File: config.mk
export PLATFORM = sky130hd
export DESIGN_NAME = line_buf_reader_flat
export DESIGN_NICKNAME = d
export VERILOG_FILES = /design/src/rtl/line_buf_reader_if.sv /design/src/rtl/line_buf_reader.sv /design/src/flat_wrapper.sv
export SDC_FILE = /design/constraint.sdc
export NUM_CORES = 1
export LEC_CHECK = 0
export CORE_ASPECT_RATIO = 1.1
export CORE_MARGIN = 4
export CORE_UTILIZATION = 53
export DETAILED_ROUTE_END_ITERATION = 10
export GPL_TIMING_DRIVEN = 0
export PLACE_DENSITY = 0.82
export RECOVER_POWER = 25
export SLEW_MARGIN = 20
export SYNTH_ARGS = -nofsm -noshare
export SYNTH_HDL_FRONTEND = slang
export SYNTH_SLANG_ARGS = --single-unit
File: constraint.sdc
create_clock -name clk -period 10.1 [get_ports clk]
set_clock_uncertainty 0.15 [all_clocks]
set_input_delay 2.02 -clock clk [delete_from_list [all_inputs] [get_ports clk]]
set_output_delay 2.02 -clock clk [all_outputs]
set_load 0.1 [all_outputs]
File: src/rtl/line_buf_reader_if.sv
// rtl/line_buf_reader_if.sv - handshake bundle between the line buffer reader and its neighbours
interface line_buf_reader_if #(
    parameter int DATA_W = 32,
    parameter int ADDR_W = 7
);
    logic              start;
    logic              s_valid;
    logic              s_ready;
    logic [DATA_W-1:0] s_data;
    logic              lb_write_en;
    logic [ADDR_W-1:0] lb_addr;
    logic [DATA_W-1:0] lb_wr_data;
    logic [DATA_W-1:0] lb_rd_data;
    logic              m_valid;
    logic              m_ready;
    logic [DATA_W-1:0] m_cur;
    logic [DATA_W-1:0] m_above;
    logic [ADDR_W-1:0] m_col;
    logic [7:0]        m_row;
    logic              m_first_row;
    logic              busy;
    logic              frame_done;

    modport master (
        input  start, s_valid, s_data, lb_rd_data, m_ready,
        output s_ready, lb_write_en, lb_addr, lb_wr_data,
               m_valid, m_cur, m_above, m_col, m_row, m_first_row,
               busy, frame_done
    );

    modport slave (
        output start, s_valid, s_data, lb_rd_data, m_ready,
        input  s_ready, lb_write_en, lb_addr, lb_wr_data,
               m_valid, m_cur, m_above, m_col, m_row, m_first_row,
               busy, frame_done
    );
endinterface

File: src/rtl/line_buf_reader.sv
// rtl/line_buf_reader.sv - line buffer sequencer emitting vertically aligned pixel pairs
module line_buf_reader #(
    parameter int LINE_WIDTH = 76,
    parameter int IMG_HEIGHT = 57,
    parameter int DATA_W     = 32,
    parameter int ADDR_W     = 7
) (
    input  logic              clk,
    input  logic              rst,
    line_buf_reader_if.master bus
);
    typedef enum logic [1:0] {IDLE, RUN, FLUSH, DONE} state_t;

    typedef struct packed {
        logic [DATA_W-1:0] cur;
        logic [DATA_W-1:0] above;
        logic [ADDR_W-1:0] col;
        logic [7:0]        row;
        logic              first;
    } entry_t;

    localparam logic [ADDR_W-1:0] LAST_COL = ADDR_W'(LINE_WIDTH - 1);
    localparam logic [7:0]        LAST_ROW = 8'(IMG_HEIGHT - 1);

    state_t            state;
    logic [ADDR_W-1:0] col;
    logic [7:0]        row;
    logic              busy_q;
    logic              frame_done_q;

    logic              pend;
    entry_t            pend_e;

    logic [1:0]        occ;
    entry_t            head;
    entry_t            tail;

    logic              accept;
    logic              pop;
    logic [2:0]        fill_next;

    // Occupancy the FIFO will hold once the pending entry lands; keeping it
    // below 2 leaves room for the unconditional push that follows an accept.
    assign pop        = (occ != 2'd0) && bus.m_ready;
    assign fill_next  = {1'b0, occ} + {2'b00, pend} - {2'b00, pop};
    assign bus.s_ready = (state == RUN) && (fill_next < 3'd2);
    assign accept     = bus.s_valid && bus.s_ready;

    assign bus.lb_write_en = accept;
    assign bus.lb_addr     = col;
    assign bus.lb_wr_data  = bus.s_data;

    assign bus.m_valid     = (occ != 2'd0);
    assign bus.m_cur       = head.cur;
    assign bus.m_above     = head.above;
    assign bus.m_col       = head.col;
    assign bus.m_row       = head.row;
    assign bus.m_first_row = head.first;
    assign bus.busy        = busy_q;
    assign bus.frame_done  = frame_done_q;

    // Frame sequencer: column/row counters, state and the registered status flags
    always_ff @(posedge clk or posedge rst) begin
        if (rst) begin
            state        <= IDLE;
            col          <= '0;
            row          <= '0;
            busy_q       <= 1'b0;
            frame_done_q <= 1'b0;
        end else begin
            frame_done_q <= 1'b0;
            case (state)
                IDLE: begin
                    if (bus.start) begin
                        state  <= RUN;
                        col    <= '0;
                        row    <= '0;
                        busy_q <= 1'b1;
                    end
                end
                RUN: begin
                    if (accept) begin
                        if (col == LAST_COL) begin
                            col <= '0;
                            if (row == LAST_ROW) begin
                                state <= FLUSH;
                            end else begin
                                row <= row + 8'd1;
                            end
                        end else begin
                            col <= col + 1'b1;
                        end
                    end
                end
                FLUSH: begin
                    if (!pend && occ == 2'd0) begin
                        state        <= DONE;
                        frame_done_q <= 1'b1;
                    end
                end
                DONE: begin
                    state  <= IDLE;
                    busy_q <= 1'b0;
                end
                default: state <= IDLE;
            endcase
        end
    end

    // Pending stage: the buffer hands back the pre-write word on the negedge
    // inside the accept cycle, so it is captured together with the pixel.
    always_ff @(posedge clk or posedge rst) begin
        if (rst) begin
            pend   <= 1'b0;
            pend_e <= '0;
        end else begin
            pend <= accept;
            if (accept) begin
                pend_e.cur   <= bus.s_data;
                pend_e.above <= (row == 8'd0) ? '0 : bus.lb_rd_data;
                pend_e.col   <= col;
                pend_e.row   <= row;
                pend_e.first <= (row == 8'd0);
            end
        end
    end

    // Two-entry output FIFO: head drives m_*, tail holds the second entry
    always_ff @(posedge clk or posedge rst) begin
        if (rst) begin
            occ  <= 2'd0;
            head <= '0;
            tail <= '0;
        end else begin
            case ({pend, pop})
                2'b10: begin
                    if (occ == 2'd0) begin
                        head <= pend_e;
                    end else begin
                        tail <= pend_e;
                    end
                    occ <= occ + 2'd1;
                end
                2'b01: begin
                    head <= tail;
                    occ  <= occ - 2'd1;
                end
                2'b11: begin
                    if (occ == 2'd1) begin
                        head <= pend_e;
                    end else begin
                        head <= tail;
                        tail <= pend_e;
                    end
                end
                default: ;
            endcase
        end
    end
endmodule

File: src/flat_wrapper.sv
// flat-port wrapper written by rule: the top's interface ports become plain ports
module line_buf_reader_flat 
#(
    parameter int LINE_WIDTH = 76,
    parameter int IMG_HEIGHT = 57,
    parameter int DATA_W     = 32,
    parameter int ADDR_W     = 7
)
  (clk, rst, bus_start, bus_s_valid, bus_s_data, bus_lb_rd_data, bus_m_ready, bus_s_ready, bus_lb_write_en, bus_lb_addr, bus_lb_wr_data, bus_m_valid, bus_m_cur, bus_m_above, bus_m_col, bus_m_row, bus_m_first_row, bus_busy, bus_frame_done);
  line_buf_reader_if #(.DATA_W(DATA_W), .ADDR_W(ADDR_W)) bus_i ();
  input  logic clk;
  input  logic rst;
  input wire logic [$bits(bus_i.start)-1:0] bus_start;
  input wire logic [$bits(bus_i.s_valid)-1:0] bus_s_valid;
  input wire logic [$bits(bus_i.s_data)-1:0] bus_s_data;
  input wire logic [$bits(bus_i.lb_rd_data)-1:0] bus_lb_rd_data;
  input wire logic [$bits(bus_i.m_ready)-1:0] bus_m_ready;
  output wire logic [$bits(bus_i.s_ready)-1:0] bus_s_ready;
  output wire logic [$bits(bus_i.lb_write_en)-1:0] bus_lb_write_en;
  output wire logic [$bits(bus_i.lb_addr)-1:0] bus_lb_addr;
  output wire logic [$bits(bus_i.lb_wr_data)-1:0] bus_lb_wr_data;
  output wire logic [$bits(bus_i.m_valid)-1:0] bus_m_valid;
  output wire logic [$bits(bus_i.m_cur)-1:0] bus_m_cur;
  output wire logic [$bits(bus_i.m_above)-1:0] bus_m_above;
  output wire logic [$bits(bus_i.m_col)-1:0] bus_m_col;
  output wire logic [$bits(bus_i.m_row)-1:0] bus_m_row;
  output wire logic [$bits(bus_i.m_first_row)-1:0] bus_m_first_row;
  output wire logic [$bits(bus_i.busy)-1:0] bus_busy;
  output wire logic [$bits(bus_i.frame_done)-1:0] bus_frame_done;
  assign bus_i.start = bus_start;
  assign bus_i.s_valid = bus_s_valid;
  assign bus_i.s_data = bus_s_data;
  assign bus_i.lb_rd_data = bus_lb_rd_data;
  assign bus_i.m_ready = bus_m_ready;
  assign bus_s_ready = bus_i.s_ready;
  assign bus_lb_write_en = bus_i.lb_write_en;
  assign bus_lb_addr = bus_i.lb_addr;
  assign bus_lb_wr_data = bus_i.lb_wr_data;
  assign bus_m_valid = bus_i.m_valid;
  assign bus_m_cur = bus_i.m_cur;
  assign bus_m_above = bus_i.m_above;
  assign bus_m_col = bus_i.m_col;
  assign bus_m_row = bus_i.m_row;
  assign bus_m_first_row = bus_i.m_first_row;
  assign bus_busy = bus_i.busy;
  assign bus_frame_done = bus_i.frame_done;
  line_buf_reader #(.LINE_WIDTH(LINE_WIDTH), .IMG_HEIGHT(IMG_HEIGHT), .DATA_W(DATA_W), .ADDR_W(ADDR_W)) u_core (.clk(clk), .rst(rst), .bus(bus_i));
endmodule
# ---- After elaboration in Yosys (flattened, before gate mapping)
# Index checks and enable logic that the tools add are counted.
dict set report word_totals {
  reg_bits 262
  latchBits 0
  mem_bits_rw 0
  rom_bits 0
  n_memories 0
}
dict set report op_classes {
  add_sub_neg 6
  n_mul 0
  div_mod_pow 0
  magnitude_cmp 1
  n_eq_ne 18
  n_shift 0
  muxes 27
  bitwise_logic 0
  n_reduce_logical 20
}
# cell n
set op_table {}
lappend op_table {{80-bit 2-to-1 mux} 4}
lappend op_table {{80-bit one-hot mux with 3 select lines} 1}
lappend op_table {{80-bit one-hot mux with 2 select lines} 1}
lappend op_table {{32-bit 2-to-1 mux} 1}
lappend op_table {{8-bit 2-to-1 mux} 4}
lappend op_table {{7-bit 2-to-1 mux} 3}
lappend op_table {{8-bit one-hot mux with 2 select lines} 1}
lappend op_table {{7-bit one-hot mux with 2 select lines} 1}
lappend op_table {{2-bit inequality test (second input constant)} 6}
lappend op_table {{2-bit 2-to-1 mux} 5}
lappend op_table {{5-bit AND reduction} 2}
lappend op_table {{2-bit nonzero test} 5}
lappend op_table {{8-bit by 1-bit adder with 8-bit output (second input constant)} 1}
lappend op_table {{2-bit equality test (second input constant)} 4}
lappend op_table {{8-bit by 6-bit equality test with 1-bit output (second input constant)} 1}
lappend op_table {{8-bit logical NOT} 1}
lappend op_table {{2-bit one-hot mux with 4 select lines} 1}
lappend op_table {{7-bit by 1-bit adder with 7-bit output (second input constant)} 1}
lappend op_table {{7-bit equality test (second input constant)} 1}
lappend op_table {{2-bit by 1-bit equality test with 1-bit output (second input constant)} 3}
lappend op_table {{2-bit by 1-bit inequality test with 1-bit output (second input constant)} 3}
lappend op_table {{3-bit AND reduction} 2}
lappend op_table {{1-bit logical AND} 4}
lappend op_table {{2-bit logical NOT} 2}
lappend op_table {{11 further kinds} 14}

# ---- Longest topological paths before layout
dict set report depth {
  ltp_word 8
  mapped_depth 14
  ltp_nobuf 13
}

# ---- Least setup slack after synthesis
# Ideal clock, no wire load.
dict set report synth_timing {
  path_kind {input to output}
  start {in bus_m_ready}
  end {out bus_lb_write_en}
  arrival_ps 5947
  required_ps 7930
  setup_slack_ps 1983
  stages 9
  n_path_buf 1
  path_cell_list {nor2b_1 ha_1 nand2b_1 fa_1 xor2_1 nor2_1 nand2_1 inv_1 clkbuf_1}
}
dict set report synth_between {
  elab_chain_cells 5
}
# element line_no
set synth_lines {}
lappend synth_lines {{from (decl)} flat_wrapper.sv:17} ;# input wire logic [$bits(bus_i.m_ready)-1:0] bus_m_ready;
lappend synth_lines {{1-bit logical AND} line_buf_reader.sv:44} ;# assign pop = (occ != 2'd0) && bus.m_ready;
lappend synth_lines {{3-bit by 1-bit subtractor with 3-bit output} line_buf_reader.sv:45} ;# assign fill_next = {1'b0, occ} + {2'b00, pend} - {2'b00, pop};
lappend synth_lines {{3-bit by 2-bit < comparator with 1-bit output} line_buf_reader.sv:46} ;# assign bus.s_ready = (state == RUN) && (fill_next < 3'd2);
lappend synth_lines {{1-bit logical AND} line_buf_reader.sv:46}
lappend synth_lines {{net bus_s_ready} flat_wrapper.sv:18} ;# output wire logic [$bits(bus_i.s_ready)-1:0] bus_s_ready;
lappend synth_lines {{1-bit logical AND} line_buf_reader.sv:47} ;# assign accept = bus.s_valid && bus.s_ready;
lappend synth_lines {{to (decl)} flat_wrapper.sv:19} ;# output wire logic [$bits(bus_i.lb_write_en)-1:0] bus_lb_write_en;
# The timed path passes the listed nets, and every way through them passes these cells.

# ---- Worst setup path in the final report
dict set report layout_timing {
  start {in bus_m_ready}
  end {out bus_lb_write_en}
}
dict set report layout_between {
  elab_chain_cells 5
}
# element line_no
set layout_lines {}
lappend layout_lines {{1-bit logical AND} line_buf_reader.sv:44}
lappend layout_lines {{3-bit by 1-bit subtractor with 3-bit output} line_buf_reader.sv:45}
lappend layout_lines {{3-bit by 2-bit < comparator with 1-bit output} line_buf_reader.sv:46}
lappend layout_lines {{1-bit logical AND} line_buf_reader.sv:46}
lappend layout_lines {{1-bit logical AND} line_buf_reader.sv:47}
# No other way between the ends.

==> impl_results.md <==
- Post-synth cell types: 40
- Clk pin slew, worst setup/hold paths: 0.05 ns
- Max_cap viols: 3
- Leakage: 0.00645 µW
- Post-Place Cell Area: 0.0133 mm²
- CP max FO: 11
- Finish-stage setup viols: 0
- FF-to-FF Start: u_core.occ[0]$_DFFE_PP0N_
- Rel. slew slack: -99.0%
- Synthesis-stage register bit count: 262
- Ports: 193
- # H-tree levels: 1
- Status: finished with violations
- Crit path buf inv count: 4
- Final min period: 8.23 ns
- DR vias/cell: 5.51
- Worst hold path depth: 2
- Starting density of the core: 54.5%
- Final hold viol count: 0
- Hold crit path type: reg -> reg
- Hold_sp: u_core.bus.m_above[31]$_DFFE_PP0P_
- Die W: 145 µm
- FFs w/ async S/R, synth: 100%
- # resized after CTS: 0
- DRC viols: 0
- Nets: 1291
- Pwr dens: 375 mW/mm²
- All-Layer GR Usage: 22.0%
- Synth warn: 0
- RSZ-0062 raised after global routing: no
- Final setup TNS: 0 ns
- CP Data Arrival Time: 6.06 ns
- Syn nets: 1067
- Clock root buffer: clkbuf_16
- Cell area after layout: 0.0141 mm²
- Number of vias after detailed routing: 8155
- Register area share after synthesis: 59.9%
- I/O Buffers: 192
- Clock Sinks: 262
- CTS tree: done
- Dominant cells by area after synthesis: dfrtp_1 (60%), mux2_2 (8.3%), nand2_1 (8.3%)
- Seq pwr share: 32.7%
- Slew of the pin with the lowest slew margin: 2.99 ns
- Total Wirelength: 25.7 mm
- CP delay by family, top: buffers and inverters
- Most frequent cells after synthesis: dfrtp_1 (262), nand2_1 (241), o21ai_0 (94), mux2_2 (81), a22oi_1 (80)
- Worst EP required: 7.93 ns
- Fillers: 1457
- Initial antenna violation count: 1
- Power Total: 5280 µW
- Gr ovfl total: 0
- Syn avg cell area: 11.1 µm²
- Peak VDD IR: 324 µV
- Failing checks: capacitance limit, slew limit
- Clock tree buffer depth: 3
- Die height: 159 µm
- Critical path class: in -> out
- Internal Dissipation: 2800 µW
- EDFF count, synth: 0
- Largest net degree at the start of global routing: 79
- Synthesized netlist cell count: 985
- Reg2reg setup slack: 6.11 ns
- DP Cell Count: 1432
- Reg2reg path depth: 13
- Slowest stage cell on the critical path: clkdlybuf4s50_1
- Post-CTS setup buffer count: 0
- Cell area after synthesis: 0.0109 mm²
- Total iterations of the first detailed-routing run: 5
- Post-DP HPWL: 18.0 mm
- WP depth: 11
- # hold bufs at CTS: 0
- Final setup margin: 1.87 ns
- Fin cells: 1481
- Worst-Skew Late Latency: 0.51 ns
- Post-detailed-route wirelength per cell: 17.4 µm
- Row Count: 54
- CP Launch Type: primary input
- First-pass GRT wire length: 41.8 mm
- Area of the die: 0.0230 mm²
- CP Launch Point: bus_m_ready
- Max stage delay on crit path: 1.24 ns
- Ratio of cells with drive above 1 in the final layout: 13.7%
- GP Congestion: 0.817
- Area fraction of the dominant cell type after synthesis: 59.9%
- Vias in the first global route: 8359
- CTS Buf Count: 27
- Area Growth Syn to Fin: 28.7%
- Max Clk Rate: 121 MHz
- Sw Ratio: 47.0%
- Largest area contributor in the netlist: dfrtp_1
- Pre-CTS WS: 1.95 ns
- Final Max Slew Viols: 189
- Starting DRT DRC Count: 413
- Net switching power: 2480 µW
- Crit-path cells: dlygate4sd3_1 -> nor2b_1 -> ha_1 -> nand2b_1 -> fa_1 -> xor2_1 -> nor2_1 -> nand2_1 -> inv_1 -> clkbuf_1 -> clkdlybuf4s50_1
- Core area: 0.0201 mm²
- Crit share post-route: 81.5%
- Most frequent cell after synthesis: dfrtp_1
- Crit. End Element: primary output
- ANT nets after route: 0
- Share of power burned in combinational logic: 49.2%
- Top_reg_cell synth: dfrtp_1
- Clock power frac: 18.0%
-- kinds of logic (layout without fill, tap and decap cells) --
| family | after synthesis | count (layout) | synth area share, % |
|---|---|---|---|
| AND/OR/NAND/NOR | 281 | 281 | 10.5 |
| flip-flops | 262 | 262 | 59.9 |
| AO/OA/AOI/OAI | 226 | 226 | 13.7 |
| buffers and inverters | 112 | 355 | 5.07 |
| multiplexers | 88 | 88 | 8.99 |
| adder cells (fa/ha/maj) | 13 | 13 | 1.56 |
| XOR/XNOR | 3 | 3 | 0.240 |
| other | 0 | 1 | 0 |
-- per-stage QoR --
step,utilization [%],hold WS [ns]
after floorplan,-,0.314
after global placement,65.7,0.312
after detailed placement,66.1,0.319
after CTS,70.4,0.332
after global routing,70.1,0.350
final,70.1,0.324
-- routing by layer --
layer	routed length (µm)	vias to the layer above	global-route usage [%]
li1	-	3822	-
met1	10500	4029	28.2
met2	13000	252	38.6
met3	1380	52	3.47
met4	813	0	8.10
met5	0	-	0
-- state kept, by name (all words and copies together), names as in the netlist --
signal                  cells
u_core.pend_e              80
u_core.tail                80
u_core.bus.m_above         32
u_core.bus.m_cur           32
u_core.bus.m_row            8
u_core.row                  8
u_core.bus.lb_addr          7
u_core.bus.m_col            7
u_core.occ                  2
u_core.state                2
u_core.bus.busy             1
u_core.bus.frame_done       1
u_core.bus.m_first_row      1
u_core.pend                 1
-- cell usage in the layout, fill, tap and decap left out, types with 2 or more instances in the layout --
| cell | Yosys | routed |
|---|---|---|
| nor3_1 | 4 | 4 |
| mux2_2 | 81 | 81 |
| a21oi_1 | 3 | 3 |
| clkbuf_1 | 50 | 59 |
| nand2_1 | 241 | 241 |
| nand2b_1 | 4 | 4 |
| clkbuf_16 | 0 | 27 |
| o31ai_1 | 4 | 4 |
| nor2b_1 | 4 | 4 |
| o21ai_0 | 94 | 94 |
| o211ai_2 | 2 | 2 |
| dlygate4sd3_1 | 0 | 3 |
| mux2i_1 | 6 | 6 |
| buf_1 | 7 | 7 |
| ha_1 | 12 | 12 |
| dfrtp_1 | 262 | 262 |
| buf_4 | 32 | 32 |
| xnor2_1 | 2 | 2 |
| clkinv_2 | 0 | 5 |
| a22o_1 | 32 | 32 |
| a22oi_1 | 80 | 80 |
| nand3_1 | 9 | 9 |
| inv_1 | 17 | 16 |
| and3_1 | 5 | 5 |
| nor2_1 | 8 | 8 |
| clkdlybuf4s50_1 | 0 | 189 |
| clkbuf_8 | 0 | 6 |
| o211ai_1 | 3 | 3 |
| o21ai_1 | 3 | 3 |
| buf_2 | 5 | 5 |
-- worst reg2reg max path, cell delays in order, from the launching register on --
cell and delay [ns]:
dfrtp_1 0.43, inv_1 0.07, ha_1 0.28, nor2b_1 0.29, ha_1 0.34, nand2b_1 0.18
fa_1 0.38, xor2_1 0.21, nor2_1 0.20, nand2_1 0.09, buf_2 0.22, a21oi_1 0.53
buf_2 0.36, a22o_1 0.18
-- layout make-up --
type	instances	area, µm²	area share (%)
repair buffers	195	1960	13.9
plain buffers	95	490	3.48
clock buffers	41	788	5.60
flip-flops and latches	262	6560	46.6
inverters	17	65.1	0.462
well taps	252	315	2.24
diodes	1	2.50	0.0178
multi-input cells	611	3830	27.2
clock inverters	7	71.3	0.507
-- power groups by stage --
stage	sequential [µW]	clock [µW]	combinational, µW
floorplan	2560	0	1100
global placement	1720	0	2560
detailed placement	1740	0	2610
CTS	1730	969	2620
global route	1780	1010	2780
finish	1730	952	2600
-- final timing paths --
path	end
worst min-delay path	u_core.bus.m_above[31]$_DFFE_PP0P_
max in group asynchronous	u_core.pend_e[10]$_DFFE_PP0P_
worst min register to register	u_core.bus.m_above[31]$_DFFE_PP0P_
worst max-delay path	bus_lb_write_en
worst max register to register	u_core.pend_e[41]$_DFFE_PP0P_
min in group asynchronous	u_core.bus.m_cur[11]$_DFFE_PP0P_
(Power assumes the default switching activity.)
